<file path="src/rtl/stage_seq_pkg.sv">
// Shared definitions for the stage sequencer: state encoding, halt opcode default
// and stage-index constants used by the datapath top.
package stage_seq_pkg;

  typedef enum logic [2:0] {
    ST_IDLE = 3'd0,
    ST_IF   = 3'd1,
    ST_ID   = 3'd2,
    ST_EXE  = 3'd3,
    ST_MEM  = 3'd4,
    ST_WB   = 3'd5,
    ST_HALT = 3'd6
  } state_e;

  localparam logic [6:0] HALT_OPCODE_DEF = 7'h73;

  localparam int STAGE_IF   = 0;
  localparam int STAGE_ID   = 1;
  localparam int STAGE_EXE  = 2;
  localparam int STAGE_MEM  = 3;
  localparam int STAGE_WB   = 4;
  localparam int NUM_STAGES = 5;

  // One-hot stage enables; IDLE and HALT map to all-zero.
  function automatic logic [NUM_STAGES-1:0] stage_onehot(input state_e s);
    logic [NUM_STAGES-1:0] v;
    v = '0;
    case (s)
      ST_IF:   v[STAGE_IF]  = 1'b1;
      ST_ID:   v[STAGE_ID]  = 1'b1;
      ST_EXE:  v[STAGE_EXE] = 1'b1;
      ST_MEM:  v[STAGE_MEM] = 1'b1;
      ST_WB:   v[STAGE_WB]  = 1'b1;
      default: v = '0;
    endcase
    return v;
  endfunction

endpackage

</file>
<file path="src/rtl/perf_counter.sv">
// Free-running event counter with enable; wraps modulo 2^CNT_W.
// Instantiated by stage_sequencer only when PERF_COUNTERS_EN is defined.
module perf_counter #(
  parameter int CNT_W = 32
) (
  input  logic             clk,
  input  logic             rst_n,
  input  logic             en,
  output logic [CNT_W-1:0] cnt
);

  logic [CNT_W-1:0] cnt_q, cnt_d;

  always_comb begin
    // NOTE: default assignment first so no path through this block infers a latch.
    cnt_d = cnt_q;
    if (en) cnt_d = cnt_q + CNT_W'(1);
  end

  always_ff @(posedge clk or negedge rst_n) begin
    // NOTE: non-blocking for sequential state so all flops update from pre-edge values.
    if (!rst_n) cnt_q <= '0;
    else        cnt_q <= cnt_d;
  end

  assign cnt = cnt_q;

endmodule

</file>
<file path="src/rtl/stage_sequencer.sv">
// Multi-cycle IF/ID/EXE/MEM/WB stage controller with halt and protocol-error tracking.
// Optional performance counters are built only when PERF_COUNTERS_EN is defined.
module stage_sequencer
  import stage_seq_pkg::*;
#(
  parameter logic [6:0] HALT_OPCODE = HALT_OPCODE_DEF,
  parameter int         CNT_W       = 32
) (
  input  logic             clk,
  input  logic             rst_n,
  input  logic             run,
  input  logic [6:0]       opcode,
  input  logic             mem_read,
  input  logic             mem_write,
  input  logic             reg_write,
  input  logic             branch,
  input  logic             zero,
  input  logic             dm_ready,
  output logic             state_if,
  output logic             state_id,
  output logic             state_exe,
  output logic             state_mem,
  output logic             state_wb,
  output logic             branch_taken,
  output logic             instr_done,
  output logic             halted,
  output logic             proto_err,
  output logic [CNT_W-1:0] cycle_cnt,
  output logic [CNT_W-1:0] retired_cnt
);

  state_e                state_q, state_d;
  logic                  proto_err_q, proto_err_d;
  logic                  retire;
  logic [NUM_STAGES-1:0] stage_en;

  always_comb begin
    state_d     = state_q;
    proto_err_d = proto_err_q;
    retire      = 1'b0;
    case (state_q)
      ST_IDLE: if (run) state_d = ST_IF;
      ST_IF:   state_d = ST_ID;
      ST_ID:   state_d = (opcode == HALT_OPCODE) ? ST_HALT : ST_EXE;
      ST_EXE: begin
        if (mem_read && mem_write) proto_err_d = 1'b1;
        if (mem_read || mem_write) state_d = ST_MEM;
        else if (reg_write)        state_d = ST_WB;
        else                       retire  = 1'b1;
      end
      ST_MEM: begin
        if (dm_ready) begin
          if (reg_write) state_d = ST_WB;
          else           retire  = 1'b1;
        end
      end
      ST_WB:   retire  = 1'b1;
      ST_HALT: state_d = ST_HALT;
      default: state_d = ST_IDLE;
    endcase
    // An instruction always finishes; run only decides whether another one follows.
    if (retire) state_d = run ? ST_IF : ST_IDLE;
  end

  always_ff @(posedge clk or negedge rst_n) begin
    if (!rst_n) begin
      state_q     <= ST_IDLE;
      proto_err_q <= 1'b0;
    end else begin
      state_q     <= state_d;
      proto_err_q <= proto_err_d;
    end
  end

  assign stage_en     = stage_onehot(state_q);
  assign state_if     = stage_en[STAGE_IF];
  assign state_id     = stage_en[STAGE_ID];
  assign state_exe    = stage_en[STAGE_EXE];
  assign state_mem    = stage_en[STAGE_MEM];
  assign state_wb     = stage_en[STAGE_WB];
  assign branch_taken = branch & zero & state_exe;
  assign instr_done   = retire;
  assign halted       = (state_q == ST_HALT);
  assign proto_err    = proto_err_q;

`ifdef PERF_COUNTERS_EN
  perf_counter #(.CNT_W(CNT_W)) u_cycle_cnt (
    .clk   (clk),
    .rst_n (rst_n),
    .en    (|stage_en),
    .cnt   (cycle_cnt)
  );

  perf_counter #(.CNT_W(CNT_W)) u_retired_cnt (
    .clk   (clk),
    .rst_n (rst_n),
    .en    (retire),
    .cnt   (retired_cnt)
  );
`else
  assign cycle_cnt   = '0;
  assign retired_cnt = '0;
`endif

endmodule
</file>
<file path="config.mk">
export PLATFORM = sky130hd
export DESIGN_NAME = stage_sequencer
export DESIGN_NICKNAME = d
export VERILOG_FILES = /design/src/rtl/stage_seq_pkg.sv /design/src/rtl/perf_counter.sv /design/src/rtl/stage_sequencer.sv
export SDC_FILE = /design/constraint.sdc
export NUM_CORES = 1
export LEC_CHECK = 0
export CAP_MARGIN = 25
export CORE_UTILIZATION = 30
export CTS_CLUSTER_DIAMETER = 80
export DETAILED_ROUTE_END_ITERATION = 7
export GPL_TIMING_DRIVEN = 0
export PLACE_DENSITY = 0.86
export SLEW_MARGIN = 20
export SYNTH_ARGS = -nofsm -noshare
export SYNTH_HDL_FRONTEND = slang
export SYNTH_SLANG_ARGS = --single-unit
</file>
<file path="constraint.sdc">
create_clock -name clk -period 4.45 [get_ports clk]
set_input_delay 1.335 -clock clk [delete_from_list [all_inputs] [get_ports clk]]
set_output_delay 1.335 -clock clk [all_outputs]
set_load 0.05 [all_outputs]
</file>
==> run summary, run 1 <==
status: finished clean
Setup WS post-layout: 0.140 ns
Worst-path clk slew: 0.03 ns
fin crit share: 96.9%
area of the core: 0.00252 sq mm
Vias/cell: 3.17
row count: 18
cells after synthesis: 106
half-perimeter wire length after placement: 1.38 mm
Initial DRT Pass Iterations: 3
min-delay worst type: flip-flop to flip-flop
CTS buffer count: 3
Startpoint Class: input pin
clock tree sinks: 4
DR iter-0 viols: 3
initial antenna violation count: 0
post-route cell area: 0.00135 sq mm
DP Area: 0.00133 sq mm
Post-CTS Hold Buffers: 0
Routed Antenna Nets: 0
Syn Area/Cell: 7.66 sq um
Post-layout nets: 214
Final min period: 4.31 ns
clk_lat worst skew: 0.23 ns
gr usage total: 10.1%
Setup WS pre-CTS: -0.159 ns
GP Congestion: 0.765
Pins Over Slew Limit: 0
Clock Tree Root: clkbuf_4
Post-Syn Area: 812 sq um
Synth Flop Type: dfrtp_1
MaxCap Viol Count: 0
most common cell in the netlist: buf_4
share of the synthesized area in the top cell type: 59.2%
# Post-CTS Setup Buffers: 0
# IOs: 89
ANT cells: 0
Synth Register Bits: 4
CP max stage delay: 0.56 ns
setup tns final: 0 ns
post-synthesis sequential area ratio: 12.3%
CP Data Required Time: 3.12 ns
remaining global-route overflow: 0
Fin. Hold Viols: 0
commonest cells in the netlist: buf_4, dfrtp_1, nor2_1
DRC: 0
WL/cell: 6.55 um
Unique masters post-synth: 25
dominant cells by area after synthesis: buf_4, dfrtp_1, nand2b_1
chip width: 54.0 um
CP max-delay cell: dlygate4sd2_1
port bufs: 24
maximum vdd drop: 218 uV
Worst Setup Path Type: input pin to primary output
Crit Path Max Fanout: 3
largest net degree at the start of global routing: 11
routed wire length: 1.48 mm
Post-synth EDFFs: 0
global-route wire length before repair: 2.15 mm
Max Clk Rate: 0.232 GHz
vias in the first global route: 548
LEAKAGE: 0.808 nW
Die Y: 54.0 um
Synth warnings: 0
CTS tree: yes
share of post-route cells with drive strength above 1: 36.7%
Final setup viols: 0
clock buffer depth: 2
dominant cell type by area after synthesis: buf_4
Die ar.: 0.00292 sq mm
Worst Setup End Kind: primary output
Slew @ Worst Pin: 0.514 ns
routed vias: 717
crit path DAT: 2.98 ns
WP buf/inv: 2
Layout area overhead: 65.9%
top cell family by delay on the critical path: buffers and inverters
H-tree depth: 1
crit-path cells: clkdlybuf4s50_1 -> or3b_1 -> o211ai_1 -> dlygate4sd2_1
unrepaired setup endpoints after global routing: false
Worst Clk Skew: 0.00304 ns
pwr dens: 421 mW/mm^2
initial core utilization: 32.2%
Slew HR: 65.6%
Post-synth ARST share: 100%
per-stage QoR:
| step | util [%] | hold slack, ns | cells | power [mW] |
|---|---|---|---|---|
| after global routing | 53.4 | 0.497 | 226 | 0.608 |
| after CTS | 53.4 | 0.475 | 226 | 0.572 |
| final | 53.4 | 0.467 | 226 | 0.567 |
| after detailed placement | 52.6 | 0.468 | 223 | 0.529 |
| after floorplan | - | 0.522 | 169 | 0.436 |
| after global placement | 52.6 | 0.463 | 223 | 0.526 |
cells by family (layout without fill, tap and decap cells):
family | after synthesis | count (layout) | synth area share [%]
buffers and inverters | 69 | 96 | 61.9
AND/OR/NAND/NOR | 22 | 22 | 16.3
AO/OA/AOI/OAI | 10 | 10 | 8.94
flip-flops | 4 | 4 | 12.3
other | 1 | 64 | 0.462
routing by layer:
layer	GRT usage (%)	part of all wire, %	wire length [um]	up-vias
met5	0	0	0	-
met4	3.85	0	0	0
met3	3.11	12	178	0
met2	19.5	54	804	42
met1	9.77	34	497	275
li1	-	-	-	400
state kept, by name (all words and copies together) (netlist names):
register	cells
state_q	3
proto_err	1
final cells by class:
type	count	area [sq um]
buffer	67	495
multi-input combinational	96	445
inverter	2	7.51
clock buffer	3	22.5
fill	251	1170
timing repair buffer	24	239
tap	30	37.5
sequential	4	100
power breakdown:
part | internal (mW) | switching [mW]
Combinational | 0.152 | 0.310
Clock | 0.0300 | 0.0125
Sequential | 0.0546 | 0.00770
repair_timing:
action,in CTS,in global routing
gates resized for setup,1,0
hold endpoints to repair,0,0
setup endpoints to repair,1,0
cells in the final DEF, fill, tap and decap left out, drive strengths merged, types with 2 or more instances in the layout:
| master | n |
|---|---|
| o21ai | 3 |
| conb | 64 |
| dfrtp | 4 |
| a21oi | 2 |
| inv | 2 |
| nor3 | 3 |
| nand2 | 3 |
| and3 | 2 |
| clkbuf | 3 |
| nor2 | 4 |
| or3b | 2 |
| clkdlybuf4s50 | 23 |
| buf | 67 |
| nand2b | 3 |
path summary, 6_finish.rpt:
| check | from | end | slack (ns) | depth (start not counted) |
|---|---|---|---|---|
| worst max-delay path | mem_write | instr_done | 0.14 | 4 |
| min in group asynchronous | rst_n | state_q[0] | 1.31 | 1 |
| max in group asynchronous | rst_n | proto_err | 2.98 | 1 |
| worst min register to register | proto_err | proto_err | 0.47 | 1 |
| worst max register to register | state_q[0] | state_q[0] | 3.04 | 4 |
| worst min-delay path | proto_err | proto_err | 0.47 | 1 |
(Power assumes the default switching activity.)
==> run 2, diff against run 1 <==
CORE_MARGIN = 10   (was default)
==> run summary, run 2 (same netlist as run 1, synthesis figures left out) <==
status: finished clean
port bufs: 24
commonest cells after routing, fill and taps aside: buf_4, conb_1, clkdlybuf4s50_1, nor2_1, dfrtp_1
Worst Clk Skew: 0.00159 ns
Reg power frac: 10.9%
Worst Setup Path Type: input pin to primary output
Hold EP: proto_err
initial antenna violation count: 0
Post-layout nets: 214
Largest Register: state_q
clk_lat worst skew: 0.23 ns
switch share: 58.8%
LEAKAGE: 0.808 nW
CP Data Required Time: 3.12 ns
remaining global-route overflow: 0
worst hold path startpoint: proto_err
Vias/cell: 3.23
pwr dens: 427 mW/mm^2
DRC: 0
Clock Tree Root: clkbuf_4
Pins Over Slew Limit: 0
CP max-delay cell: dlygate4sd2_1
CTS buffer count: 3
Die ar.: 0.00519 sq mm
ANT cells: 0
# IOs: 89
maximum vdd drop: 244 uV
MaxCap Viol Count: 0
reg2reg end: state_q[0]
P_int: 237 uW
FF-to-FF setup slack: 3.06 ns
Routed Antenna Nets: 0
global-route wire length before repair: 3.23 mm
WL/cell: 10.1 um
routed vias: 729
hold depth: 1
Fin. Hold Viols: 0
crit path launch: mem_write
largest net degree at the start of global routing: 11
Die Y: 72.0 um
R2R depth: 4
Startpoint Class: input pin
fillers: 244
crit-path cells: clkdlybuf4s50_1 -> or3b_1 -> o211ai_1 -> dlygate4sd2_1
max reg flops: 3
clock share of power: 7.6%
WP buf/inv: 2
Slew HR: 64.9%
clock tree sinks: 4
H-tree depth: 1
area of the core: 0.00252 sq mm
min-delay worst type: flip-flop to flip-flop
unrepaired setup endpoints after global routing: false
vias in the first global route: 692
top cell family by delay on the critical path: buffers and inverters
clock buffer depth: 2
fin cells: 226
gr usage total: 7.80%
R2R Path Start: state_q[0]
Final min period: 4.32 ns
final core occ: 53.4%
Worst-path clk slew: 0.04 ns
Logic pwr share: 81.5%
Max Clk Rate: 0.232 GHz
chip width: 72.0 um
Cells after DPL: 223
Slew @ Worst Pin: 0.525 ns
initial core utilization: 32.2%
CTS tree: yes
half-perimeter wire length after placement: 2.17 mm
Final setup viols: 0
P_sw: 338 uW
fin crit share: 97.0%
Layout area overhead: 65.9%
DR iter-0 viols: 26
Multi-input gate area: 445 sq um
Worst Setup End Kind: primary output
CP max stage delay: 0.56 ns
setup tns final: 0 ns
Initial DRT Pass Iterations: 4
Sequential cell area: 100 sq um
GP Congestion: 0.724
crit path DAT: 2.98 ns
routed wire length: 2.29 mm
Crit Path Max Fanout: 3
share of post-route cells with drive strength above 1: 36.7%
row count: 18
run 2: how the worst max path moves through the flow:
| stage | cells after the start | slack, ns | end |
|---|---|---|---|
| 5_1_grt | 4 | 0.06 | instr_done |
| 2_1_floorplan | 2 | 0.55 | instr_done |
| 6_report | 4 | 0.13 | instr_done |
| 3_5_place_dp | 4 | -0.17 | instr_done |
| 3_3_place_gp | 4 | -0.15 | instr_done |
| 4_1_cts | 4 | 0.12 | instr_done |
run 2: through the flow:
stage,cell area (sq um),power [mW],hold WS [ns],setup slack [ns]
final,1350,0.575,0.468,0.135
after global routing,1350,0.607,0.491,0.0585
after CTS,1350,0.577,0.473,0.124
after detailed placement,1330,0.532,0.463,-0.166
after global placement,1330,0.529,0.463,-0.152
after floorplan,1050,0.436,0.522,0.551
run 2: timing repair:
action	4_1_cts	5_1_grt
endpoints found under the setup margin	1	0
setup buffers	0	0
hold buffers	0	0
resized for setup	1	0
run 2: worst register-to-register path, stage by stage, from the launching register on:
cell and delay, ns:
dfrtp_1 0.36, buf_2 0.17, nand2b_1 0.21, o31a_1 0.31, o31ai_2 0.25
run 2: layout make-up:
cell class | count | share of cell area (%)
multi-input combinational | 96 | 33.1
tap | 30 | 2.79
timing repair buffer | 24 | 17.7
inverter | 2 | 0.557
buffer | 67 | 36.8
clock buffer | 3 | 1.67
sequential | 4 | 7.43
run 2: per-layer routing:
layer	part of all wire [%]	routed length [um]	up-vias	track usage, %
met5	0	0	-	0
met4	0	0	0	3.23
met3	16	376	0	6.39
met2	55	1270	42	14.4
met1	28	645	292	5.63
li1	-	-	395	-
run 2: power by group through the flow:
stage / Combinational (mW) / Sequential (mW) / Clock [mW]
global placement: 0.467 / 0.0623 / 0
finish: 0.469 / 0.0625 / 0.0437
detailed placement: 0.469 / 0.0628 / 0
global route: 0.494 / 0.0653 / 0.0476
floorplan: 0.359 / 0.0776 / 0
CTS: 0.467 / 0.0624 / 0.0472
